[src/rtl/trn_sync_bus.sv]
// Multi-bit synchroniser for a status bus crossing from the trn domain into sys_clk.
// A word is accepted only after it has been seen unchanged for STABLE consecutive cycles.
module trn_sync_bus #(
  parameter int WIDTH  = 32,
  parameter int STAGES = 2,
  parameter int STABLE = 3
) (
  input  logic             sys_clk,
  input  logic             sys_rst,
  input  logic [WIDTH-1:0] trn__stat_async,
  input  logic             freeze,
  output logic [WIDTH-1:0] sys__stat,
  output logic             sys__stat_valid,
  output logic             sys__stat_upd,
  output logic [15:0]      sys__upd_cnt
);

  localparam logic [7:0] STABLE_CNT = 8'(STABLE);

  logic [WIDTH-1:0]  sync_q [STAGES];
  logic [STAGES-1:0] fill_q;
  logic [WIDTH-1:0]  s;
  logic              s_vld;
  logic [WIDTH-1:0]  cand;
  logic              cand_vld;
  logic [7:0]        cnt;
  logic              accept;

  assign s     = sync_q[STAGES-1];
  assign s_vld = fill_q[STAGES-1];

  always_ff @(posedge sys_clk) begin
    if (sys_rst) begin
      for (int i = 0; i < STAGES; i++) sync_q[i] <= '0;
      fill_q <= '0;
    end else begin
      sync_q[0] <= trn__stat_async;
      for (int i = 1; i < STAGES; i++) sync_q[i] <= sync_q[i-1];
      fill_q <= {fill_q[STAGES-2:0], 1'b1};
    end
  end

  // fill_q tracks which stages hold post-reset samples, so the cleared pipeline
  // contents never count toward stability (a steady 0 still needs the full latency).
  always_ff @(posedge sys_clk) begin
    if (sys_rst) begin
      cand     <= '0;
      cand_vld <= 1'b0;
      cnt      <= '0;
    end else begin
      cand     <= s;
      cand_vld <= s_vld;
      if (!s_vld)
        cnt <= '0;
      else if (!cand_vld || (s != cand))
        cnt <= 8'd1;
      else if (cnt != STABLE_CNT)
        cnt <= cnt + 8'd1;
    end
  end

  assign accept = (cnt == STABLE_CNT) && !freeze &&
                  ((cand != sys__stat) || !sys__stat_valid);

  always_ff @(posedge sys_clk) begin
    if (sys_rst) begin
      sys__stat       <= '0;
      sys__stat_valid <= 1'b0;
      sys__stat_upd   <= 1'b0;
      sys__upd_cnt    <= '0;
    end else begin
      sys__stat_upd <= accept;
      if (accept) begin
        sys__stat       <= cand;
        sys__stat_valid <= 1'b1;
        if (sys__upd_cnt != 16'hFFFF)
          sys__upd_cnt <= sys__upd_cnt + 16'd1;
      end
    end
  end

endmodule

[config.mk]
export PLATFORM = sky130hd
export DESIGN_NAME = trn_sync_bus
export DESIGN_NICKNAME = d
export VERILOG_FILES = /design/src/rtl/trn_sync_bus.sv
export SDC_FILE = /design/constraint.sdc
export NUM_CORES = 1
export LEC_CHECK = 0
export ABC_AREA = 1
export CELL_PAD_IN_SITES_DETAIL_PLACEMENT = 2
export CELL_PAD_IN_SITES_GLOBAL_PLACEMENT = 2
export CORE_ASPECT_RATIO = 1.25
export CORE_MARGIN = 8
export CORE_UTILIZATION = 33
export CTS_CLUSTER_DIAMETER = 60
export DETAILED_ROUTE_END_ITERATION = 8
export GPL_ROUTABILITY_DRIVEN = 0
export PLACE_DENSITY = 0.87
export SETUP_SLACK_MARGIN = 0.1
export SYNTH_ARGS = -nofsm -noshare
export SYNTH_HDL_FRONTEND = slang
export SYNTH_SLANG_ARGS = --single-unit
[constraint.sdc]
create_clock -name sys_clk -period 4.09 [get_ports sys_clk]
set_input_delay 0.818 -clock sys_clk [delete_from_list [all_inputs] [get_ports sys_clk]]
set_output_delay 0.818 -clock sys_clk [all_outputs]
set_load 0.02 [all_outputs]
==> results.sh <==
export IMPL_rsz0062_at_grt="false"
export IMPL_cpMaxStageDelayCell="nand2_4"
export IMPL_dp_hpwl_um=14200
export IMPL_min_period_over_period=0.690
export IMPL_netlist_area_leader_share=0.498
export IMPL_cts_reportedPaths_clkPinSlew_ns=0.06
export IMPL_max_slew_worst_pin_slew_ns=0.848
export IMPL_synth_edf_count=0
export IMPL_maxCapViolCount=0
export IMPL_path_delay_family="simple AND/OR/NAND/NOR gates"
export IMPL_critPathMaxFanout=35
export IMPL_syn_num_nets=913
export IMPL_wl_um=21300
export IMPL_vdd_ir_drop_max_v=0.000293
export IMPL_dieArea_um2=23800
export IMPL_synth_distinct_cells=28
export IMPL_grt_max_degree=78
export IMPL_syn_avg_cell_area_um2=7.21
export IMPL_ys_warn_count=0
export IMPL_cts_root_buf="clkbuf_16"
export IMPL_critPathCaptureType="flop"
export IMPL_post_cts_buffers=0
export IMPL_fin_crit_ns=2.82
export IMPL_yosys_register_bits=157
export IMPL_die_w_um=140
export IMPL_synth_area_leaders="dfxtp_1, nor2_1, inv_1"
export IMPL_ant_nets=0
export IMPL_cpPeakStageDelay_ns=0.53
export IMPL_final_hold_violation_count=0
export IMPL_p_clk_frac=0.480
export IMPL_coreArea_um2=18800
export IMPL_grt_pass1_wl_um=34500
export IMPL_cts_buffers=17
export IMPL_critPathRequiredTime_ns=4.41
export IMPL_vias=5641
export IMPL_path_buf_inv=2
export IMPL_power_density_nw_per_um2=429
export IMPL_clock_skew_ns=0.0103
export IMPL_dr_first_iter_drc_count=180
export IMPL_fmax_mhz=354
export IMPL_initial_core_util=0.336
export IMPL_power_internal_mw=2.59
export IMPL_slew_viol_final=0
export IMPL_finalSetupViolations=0
export IMPL_synth_top_cell_by_area="dfxtp_1"
export IMPL_p_sw_frac=0.237
export IMPL_gr_usage_met1=0.185
export IMPL_cts_max_level=4
export IMPL_grt_antenna_before_repair=0
export IMPL_power_switching_uw=804
export IMPL_top_usage_layer="met2"
export IMPL_die_y_um=171
export IMPL_seqPwrFrac=0.470
export IMPL_port_buffers=84
export IMPL_n_fill_cell=2180
export IMPL_drt_first_pass_iters=4
export IMPL_cts_tree="built"
export IMPL_drc=0
export IMPL_comb_power_share=0.050
export IMPL_grt_use_met3=0.0410
export IMPL_syn_area_um2=6310
export IMPL_relSlewSlack=0.434
export IMPL_hp_class="reg -> reg"
export IMPL_async_flop_share=0
export IMPL_cp_start_kind="flop"
export IMPL_path_cells="inv_1, nand2_1, nand4_1, nor2_1, nand2_1, nor2_1, nand2_2, nand2_4, inv_4, nor2_1, nor2_1"
export IMPL_grtUsageMet2=0.365
export IMPL_crit_top_cell="nor2_1"
export IMPL_final_nets=991
export IMPL_fin_tns_setup_ns=0
export IMPL_cp_arrival_ns=3.14
export IMPL_area_growth_pct=25.3
export IMPL_crit_type="reg -> reg"
export IMPL_cts_path_max_buffers=2
export IMPL_clk_insertion_delay_late_ns=0.43
export IMPL_cts_hold_buffers=0
export IMPL_drive_gt1_frac=0.0434
export IMPL_diodes=0
export IMPL_netlist_instances=876
export IMPL_p_leak_nw=3.35
export IMPL_seq_area_frac_synth=0.498
export IMPL_status="completed"
export IMPL_core_rowCount=56
export IMPL_grt_pass1_vias=6520
export IMPL_routedWlPerCell_um=17.8
export IMPL_yosys_most_used_dff="dfxtp_1"
export IMPL_grtUsageTotal=0.186
export IMPL_total_power_mw=3.40
export IMPL_post_cts_resized=0
export IMPL_num_io_pins=85
export IMPL_clock_sinks=157
export IMPL_routed_via_density=4.70
export IMPL_grt_ovfl_total=0
## power groups by stage
stage	Combinational (mW)	Clock (mW)	Sequential, mW
final	0.170	1.63	1.60
after global routing	0.191	1.73	1.60
after CTS	0.174	1.67	1.60
after detailed placement	0.168	0	1.63
after global placement	0.156	0	1.63
after floorplan	0.0958	0	1.62
## worst reg2reg max path, cell delays in order, from the launching register on
cell and delay, ns:
dfxtp_1 0.46, inv_1 0.08, nand2_1 0.08, nand4_1 0.12, nor2_1 0.20, nand2_1 0.11
nor2_1 0.13, nand2_2 0.35, nand2_4 0.53, inv_4 0.31, nor2_1 0.26, nor2_1 0.08
## kinds of logic (layout without fill, tap and decap cells)
logic type,count (synthesis),in the layout,share of synthesized area
and+or+nand+nor,428,428,0.282
buffers and inverters,209,300,0.131
DFF,157,157,0.498
AOI/OAI and AO/OA,47,47,0.0392
xor gates and xnor gates,32,32,0.0444
adders and majority gates,2,2,0.00396
muxes,1,1,0.00159
## routing by layer
| layer | wire length [um] | part of all wire |
|---|---|---|
| met5 | 0 | 0 |
| met4 | 657 | 0.031 |
| met3 | 633 | 0.030 |
| met2 | 11800 | 0.55 |
| met1 | 8250 | 0.39 |
## metrics by stage
step	cell area (um2)	hold slack, ns	utilization	setup WS, ns	std cells
after floorplan	6310	0.388	-	2.35	876
after global placement	7310	0.389	0.389	1.34	1167
after detailed placement	7310	0.401	0.389	1.25	1167
after CTS	7910	0.410	0.421	1.32	1199
after global routing	7910	0.419	0.421	1.05	1199
final	7910	0.405	0.421	1.27	1199
## synth_stat cells, drive strengths merged, types with 6 or more instances
cell	count
buf	10
clkbuf	16
dfxtp	157
inv	183
nand2	129
nand3	32
nand4	25
nor2	233
nor3	6
o21ai	39
xnor2	22
xor2	10
## registers in the layout (all words and copies together) (netlist names)
register,flops
cnt,8
sys__stat_upd,1
sys__stat_valid,1
sys__upd_cnt,16
cand,32
cand_vld,1
fill_q,2
sync_q,64
sys__stat,32
## final cells by class
type	count	area, um2	area share
clock buffers	21	470	0.0594
flip-flops and latches	157	3140	0.397
well taps	232	290	0.0367
clock inverters	11	131	0.0166
inverters	183	689	0.0871
repair buffers	85	846	0.107
multi-input cells	510	2340	0.296
## cells in the final DEF, fill, tap and decap left out, types with 2 or more instances in the layout
| cell type | count |
|---|---|
| nor3_1 | 6 |
| dfxtp_1 | 157 |
| xor2_1 | 10 |
| nand4_1 | 24 |
| clkinvlp_4 | 3 |
| nor2_1 | 232 |
| nor4_1 | 2 |
| a21oi_1 | 2 |
| nand2_1 | 127 |
| ha_1 | 2 |
| o21ai_1 | 28 |
| clkinv_4 | 2 |
| buf_4 | 2 |
| inv_6 | 3 |
| xnor2_1 | 22 |
| bufinv_16 | 2 |
| o21ai_0 | 11 |
| inv_2 | 3 |
| o22ai_1 | 5 |
| nand3_1 | 32 |
| clkbuf_16 | 17 |
| clkbuf_8 | 3 |
| clkdlybuf4s50_1 | 83 |
| inv_1 | 179 |
## final timing paths
kind | from | end | slack (ns) | depth (start not counted)
setup reg to reg | sys__stat[9] | sys__stat[3] | 1.27 | 11
setup / recovery | sys__stat[9] | sys__stat[3] | 1.27 | 11
hold / removal | sync_q[0][1] | sync_q[0][33] | 0.41 | 2
hold reg to reg | sync_q[0][1] | sync_q[0][33] | 0.41 | 2
Power figures use the tool's default switching activity.
